## src/rtl/sn_noise_channel.sv

```systemverilog
// SN76489-style noise channel: rate divider, LFSR with periodic/white feedback,
// shift strobe and attenuated output level, all driven from one clock plus enables.
module sn_noise_channel #(
   parameter int LFSR_W = 16,
   parameter int TAP_A  = 15,
   parameter int TAP_B  = 12,
   parameter int SEED   = 1,
   parameter int DIV0   = 32,
   parameter int DIV1   = 64,
   parameter int DIV2   = 128
) (
   input  logic       clk,
   input  logic       rst_n,
   input  logic       ce,
   input  logic       tone3_stb,
   input  logic       ctrl_we,
   input  logic [2:0] ctrl_data,
   input  logic       atten_we,
   input  logic [3:0] atten_data,
   output logic       noise_out,
   output logic       shift_stb,
   output logic [3:0] level
);

   localparam logic [LFSR_W-1:0] SEED_V = LFSR_W'(SEED);
   localparam logic [7:0] DIV0_M1 = 8'(DIV0 - 1);
   localparam logic [7:0] DIV1_M1 = 8'(DIV1 - 1);
   localparam logic [7:0] DIV2_M1 = 8'(DIV2 - 1);

   logic [LFSR_W-1:0] lfsr_q, lfsr_d;
   logic [7:0]        cnt_q, cnt_d;
   logic              mode_q, mode_d;
   logic [1:0]        rate_q, rate_d;
   logic [3:0]        atten_q, atten_d;
   logic              noise_out_q, noise_out_d;
   logic              shift_stb_q, shift_stb_d;
   logic [3:0]        level_q, level_d;

   logic [7:0] div_m1;
   logic       shift_due;
   logic       fb;

   always_comb begin
      div_m1 = DIV0_M1;
      case (rate_q)
         2'd1:    div_m1 = DIV1_M1;
         2'd2:    div_m1 = DIV2_M1;
         default: div_m1 = DIV0_M1;
      endcase
   end

   always_comb begin
      shift_due = 1'b0;
      cnt_d     = cnt_q;
      if (rate_q == 2'd3) begin
         shift_due = tone3_stb;
         cnt_d     = 8'd0;
      end else if (ce) begin
         if (cnt_q == div_m1) begin
            shift_due = 1'b1;
            cnt_d     = 8'd0;
         end else begin
            cnt_d = cnt_q + 8'd1;
         end
      end
      fb = mode_q ? (lfsr_q[TAP_A] ^ lfsr_q[TAP_B]) : lfsr_q[TAP_A];

      lfsr_d      = lfsr_q;
      mode_d      = mode_q;
      rate_d      = rate_q;
      shift_stb_d = 1'b0;
      // A control write wins over a coincident shift: the shift is simply dropped.
      if (ctrl_we) begin
         mode_d = ctrl_data[2];
         rate_d = ctrl_data[1:0];
         lfsr_d = SEED_V;
         cnt_d  = 8'd0;
      end else if (shift_due) begin
         shift_stb_d = 1'b1;
         if (lfsr_q == '0)
            lfsr_d = SEED_V;
         else
            lfsr_d = {lfsr_q[LFSR_W-2:0], fb};
      end

      atten_d     = atten_we ? atten_data : atten_q;
      noise_out_d = lfsr_d[LFSR_W-1];
      level_d     = noise_out_d ? ~atten_d : 4'd0;
   end

   always_ff @(posedge clk or negedge rst_n) begin
      if (!rst_n) begin
         lfsr_q      <= SEED_V;
         cnt_q       <= 8'd0;
         mode_q      <= 1'b0;
         rate_q      <= 2'd0;
         atten_q     <= 4'hF;
         noise_out_q <= SEED_V[LFSR_W-1];
         shift_stb_q <= 1'b0;
         level_q     <= 4'd0;
      end else begin
         lfsr_q      <= lfsr_d;
         cnt_q       <= cnt_d;
         mode_q      <= mode_d;
         rate_q      <= rate_d;
         atten_q     <= atten_d;
         noise_out_q <= noise_out_d;
         shift_stb_q <= shift_stb_d;
         level_q     <= level_d;
      end
   end

   assign noise_out = noise_out_q;
   assign shift_stb = shift_stb_q;
   assign level     = level_q;

endmodule

```

## config.mk

```make
export PLATFORM = sky130hd
export DESIGN_NAME = sn_noise_channel
export DESIGN_NICKNAME = d
export VERILOG_FILES = /design/src/rtl/sn_noise_channel.sv
export SDC_FILE = /design/constraint.sdc
export NUM_CORES = 1
export LEC_CHECK = 0
export BUFFER_PORTS_ARGS = -buffer_cell sky130_fd_sc_hd__clkbuf_2
export CAP_MARGIN = 20
export CORE_UTILIZATION = 35
export DETAILED_ROUTE_END_ITERATION = 6
export SYNTH_ARGS = -nofsm -noshare
export SYNTH_HDL_FRONTEND = slang
export SYNTH_SLANG_ARGS = --single-unit
```

## constraint.sdc

```tcl
create_clock -name clk -period 1.9 [get_ports clk]
set_input_delay 0.285 -clock clk [delete_from_list [all_inputs] [get_ports clk]]
set_output_delay 0.285 -clock clk [all_outputs]
set_load 0.005 [all_outputs]
```

Word-level counts from Yosys, hierarchy flattened
Cells that the tools add are included.

Bitwise operators: 2. Add/sub/neg operators: 1. Reductions and logical operators: 3. Muxes and demuxes: 16. Equality and inequality tests: 4.

Operator list (number): 16-bit two-way mux (3); 8-bit two-way mux (4); 16-bit zero test (1); 7-bit case mux with 2 select lines (1); 8-bit by 1-bit adder with 8-bit output (second input constant) (1); 8-bit equality test (1); 4-bit two-way mux (2); 1-bit two-way mux (6); 2-bit equality test (second input constant) (2); 4-bit NOT (1); 3-bit nonzero test (1); 2-bit by 1-bit equality test with 1-bit output (second input constant) (1); 2-bit nonzero test (1); 1-bit XOR (1).

Input bits: 13. Word-level logic and storage cells: 34. Register bits after elaboration: 36. Output and inout bits: 6.

Logic depth before layout (Yosys ltp)
Depth after elaboration: 9. Depth in mapped cells: 7. Gate-level depth less buffers: 6.

Least setup slack after synthesis
Ideal clock, no wire load.

Path kind: flip-flop to flip-flop. Start: reg cnt_q[0]. End: reg lfsr_q[10]. Stages on the path, launching flop included: 7. Arrival time: 1.656 ns. Path slack: 0.180 ns. Period minus slack after synthesis: 1.720 ns. Setup time: 0.064 ns. Cell sequence: dfrtp_1 ha_1 and4_4 and4_2 nor3_2 buf_6 a22o_2.

Cells in the longest elaborated chain, start to end: 5.

Ends and longest elaborated chain: start, declared (line 31) `logic [7:0] cnt_q, cnt_d;`; start signal, assigned (line 103) `cnt_q <= cnt_d;`; 8-bit equality test (line 59) `if (cnt_q == div_m1) begin`; 1-bit two-way mux (line 59); 1-bit two-way mux (line 58) `end else if (ce) begin`; 1-bit two-way mux (line 55) `if (rate_q == 2'd3) begin`; 2-bit nonzero test (no line); end signal, assigned (line 102) `lfsr_q <= lfsr_d;`; end, declared (line 30) `logic [LFSR_W-1:0] lfsr_q, lfsr_d;`.

No other way between the ends. A chain may end at the register's enable or synchronous reset.

Worst setup path in the final report
Start: reg rate_q[0]. End: reg lfsr_q[7].

Cells in the longest elaborated chain, start to end: 7. Elaborated cells on any way between the ends: 9. Those cells by class: eq/ne: 4; mux: 4; reduce/logical: 1.

Ends and longest elaborated chain: start, declared (line 33) `logic [1:0] rate_q, rate_d;`; start signal, assigned (line 105) `rate_q <= rate_d;`; 2-bit equality test / 2-bit by 1-bit equality test with 1-bit output (equally long branches) (line 45) `case (rate_q)`; 7-bit case mux with 2 select lines (line 45); 8-bit equality test (line 59); 1-bit two-way mux (line 59); 1-bit two-way mux (line 58); 1-bit two-way mux * (line 55); 2-bit nonzero test (no line) *.

Every way passes the cells marked *; elsewhere a longest branch is shown, timed or not.

==> flow_summary.json <==
{
  "hold_viol_final": 0,
  "maxCapViolCount": 0,
  "relSlewSlack": 0.662,
  "drt-pass1-iter-count": 6,
  "crit_path_max_incr_delay_ns": 0.35,
  "cts_tree": "done",
  "rows": 24,
  "multiInputGateArea_sq_um": 664,
  "cts_made_buffers": 5,
  "mostFrequentLayoutCells": "31 x dfrtp_1, 18 x clkbuf_2, 14 x a22o_2",
  "avgSynthCellArea_sq_um": 12.1,
  "fin_tns_setup_ns": 0,
  "rsz0062_at_grt": "false",
  "violations": "DRC",
  "power_switching_mw": 0.371,
  "yosysUniqueCellTypes": 36,
  "start_util": 0.368,
  "vias_per_cell": 5.17,
  "wl_per_cell_um": 14.0,
  "ff_latch_area_sq_um": 907,
  "drt_iter0_markers": 132,
  "seqPwrFrac": 0.496,
  "swShare": 0.228,
  "ys_seq_elements": 36,
  "die_area_sq_um": 4890,
  "first_global_vias": 1121,
  "path_max_fanout": 16,
  "postSynthCellCount": 134,
  "drc_errors": 2,
  "min_period_over_period": 0.896,
  "hpwl_um": 2230,
  "cts.sinks": 36,
  "p_total_mw": 1.63,
  "slowest_stage": "dfrtp_1",
  "synth-seq-area-share": 0.562,
  "hp-start": "ctrl_data[0]",
  "internal_power_mw": 1.25,
  "yosys_warnings": 0,
  "die_w_um": 69.9,
  "wirelength_um": 3070,
  "crit_chain": "inv_1 -> ha_1 -> xor2_1 -> buf_4 -> nand4_2 -> a21oi_4 -> buf_12 -> a22o_2",
  "finalSetupViolations": 0,
  "nets": 183,
  "place_inst": 209,
  "core-area_sq_um": 4380,
  "reg2reg_from": "rate_q[0]$_DFFE_PN0P_",
  "fin_skew_ns": 0.00762,
  "crit_arrival_ns": 1.88,
  "power_density_nw_per_um2": 824,
  "crit_buf_inv": 3,
  "path_class": "reg -> reg",
  "clk_latency_ns": 0.29,
  "cts_root_buffer": "clkbuf_8",
  "synth_area_sq_um": 1620,
  "ir_drop_mv": 0.662,
  "diodes": 0,
  "final_cells": 220,
  "drive_gt1_frac": 0.435,
  "fill_cells": 397,
  "syn_nets": 150,
  "ios": 19,
  "grt_max_degree": 21,
  "worstMarginPinSlew_ns": 0.506,
  "setup_slack_ns": 0.198,
  "finalCriticalPeriod_ns": 1.70,
  "clk_path_buf_depth": 2,
  "overflow": 0,
  "combPwrFrac": 0.095,
  "pre_cts_slack_ns": -0.156,
  "fin_area_sq_um": 1970,
  "grt_pass1_wl_um": 5370,
  "dpl-instance-area_sq_um": 1810,
  "io_buffer_count": 18,
  "start_kind": "flop",
  "p_leak_nw": 0.916,
  "fmax_ghz": 0.588,
  "final_common_cell": "dfrtp_1",
  "path_clk_slew_ns": 0.07,
  "gp_congestion": 0.773,
  "worstSetupEndpointType": "flop",
  "cpLargestDelayFamily": "flip-flops",
  "maxSlewViolCount": 0,
  "required_ns": 2.08,
  "worstSetupStartpoint": "rate_q[0]$_DFFE_PN0P_",
  "die_h_um": 69.9,
  "holdCritPathClass": "in -> reg",
  "status": "complete, but fails checks",
  "htreeDepth": 2,
  "vias": 1137,
  "area_growth_pct": 22.2,
  "antenna_left": 0,
  "grt.total_usage": 0.143,
  "pwr-share-clk": 0.410,
  "antenna_found_initial": 0
}
[cell families (layout without fill, tap and decap cells)]
logic type / Yosys count / in the layout / share of synthesized area
and+or+nand+nor: 44 / 44 / 0.162
DFF: 36 / 36 / 0.562
buffers and inverters: 9 / 43 / 0.0310
muxes: 7 / 7 / 0.0480
AOI/OAI and AO/OA: 31 / 31 / 0.153
xor gates and xnor gates: 4 / 4 / 0.0217
adders and majority gates: 3 / 3 / 0.0232
[timing repair]
action,in CTS,in global routing
gates resized for setup,1,0
hold buffers,1,0
pin swaps,0,2
setup endpoints to repair,15,15
hold endpoints to repair,18,0
setup buffers,0,2
[final timing paths]
path	cells past startpoint	to	slack (ns)
worst max register to register	8	lfsr_q[7]$_DFFE_PN0P_	0.20
worst min register to register	2	lfsr_q[0]$_DFFE_PN1P_	0.48
worst min-delay path	3	rate_q[0]$_DFFE_PN0P_	0.20
min in group asynchronous	2	shift_stb$_DFF_PN0_	0.49
max in group asynchronous	3	lfsr_q[0]$_DFFE_PN1P_	0.77
worst max-delay path	8	lfsr_q[7]$_DFFE_PN0P_	0.20
[per-stage QoR]
stage / util / hold WS (ns)
2_1_floorplan: - / -0.0106
3_3_place_gp: 0.412 / 0.274
3_5_place_dp: 0.412 / 0.275
4_1_cts: 0.441 / 0.199
5_1_grt: 0.450 / 0.203
6_report: 0.450 / 0.204
[cell usage after synthesis]
cell      count  area share
mux2i_1       1      0.0062
or4_1         1      0.0046
nor3_2        1      0.0062
a22o_2       14       0.087
nand4_2       1      0.0077
inv_1         5       0.012
o21ai_0       4       0.012
a21oi_4       1       0.010
nor2_1        4      0.0093
or2_1         1      0.0039
a41oi_1       1      0.0054
nand2_1       8       0.019
o22ai_1       2      0.0077
a32oi_1       1      0.0054
and2_1        1      0.0039
buf_6         2       0.014
and4_2        1      0.0062
dfrtp_1      31        0.48
o21ai_1       1      0.0031
xnor2_1       1      0.0054
and3_1        1      0.0039
a21oi_1       7       0.022
xor2_1        3       0.016
ha_1          3       0.023
dfstp_2       5       0.081
buf_2         1      0.0031
mux2_2        6       0.042
nand4_1       4       0.015
nor3b_2       1      0.0077
and4_4        1      0.0070
nor4_1        4       0.015
and3_2        1      0.0046
nand3_1       9       0.028
nand2b_1      1      0.0039
or2_2         4       0.015
clkbuf_1      1      0.0023
[routing by layer]
metal	wire length [um]	part of all wire	track usage
met3	94	0.031	0.0390
met4	56	0.018	0.0733
met2	1370	0.45	0.204
met5	0	0	0
met1	1550	0.50	0.197
[power groups by stage]
stage	clock (mW)	combinational, mW	sequential [mW]
final	0.666	0.154	0.806
after global routing	0.719	0.173	0.808
after CTS	0.683	0.148	0.806
after detailed placement	0	0.143	0.820
after global placement	0	0.140	0.819
after floorplan	0	0.0809	0.820
[worst min-delay path: cells and delay by family]
kind | cells | cell delay [ns]
simple gates | 1 | 0.04
compound gates | 1 | 0.06
buf+inv | 1 | 0.07
[registers in the layout (all words and copies together), names as in the netlist]
| name | count |
|---|---|
| mode_q | 1 |
| level | 4 |
| shift_stb | 1 |
| lfsr_q | 16 |
| rate_q | 2 |
| cnt_q | 8 |
| atten_q | 4 |
[cell type report]
class                           instances  area share
Multi-Input combinational cell         89       0.337
Clock buffer                            5      0.0349
Clock inverter                          3      0.0215
Tap cell                               52      0.0330
Inverter                                5     0.00951
Sequential cell                        36       0.459
Timing Repair Buffer                   30       0.105
Note: power is estimated with default switching activity, not from simulation.
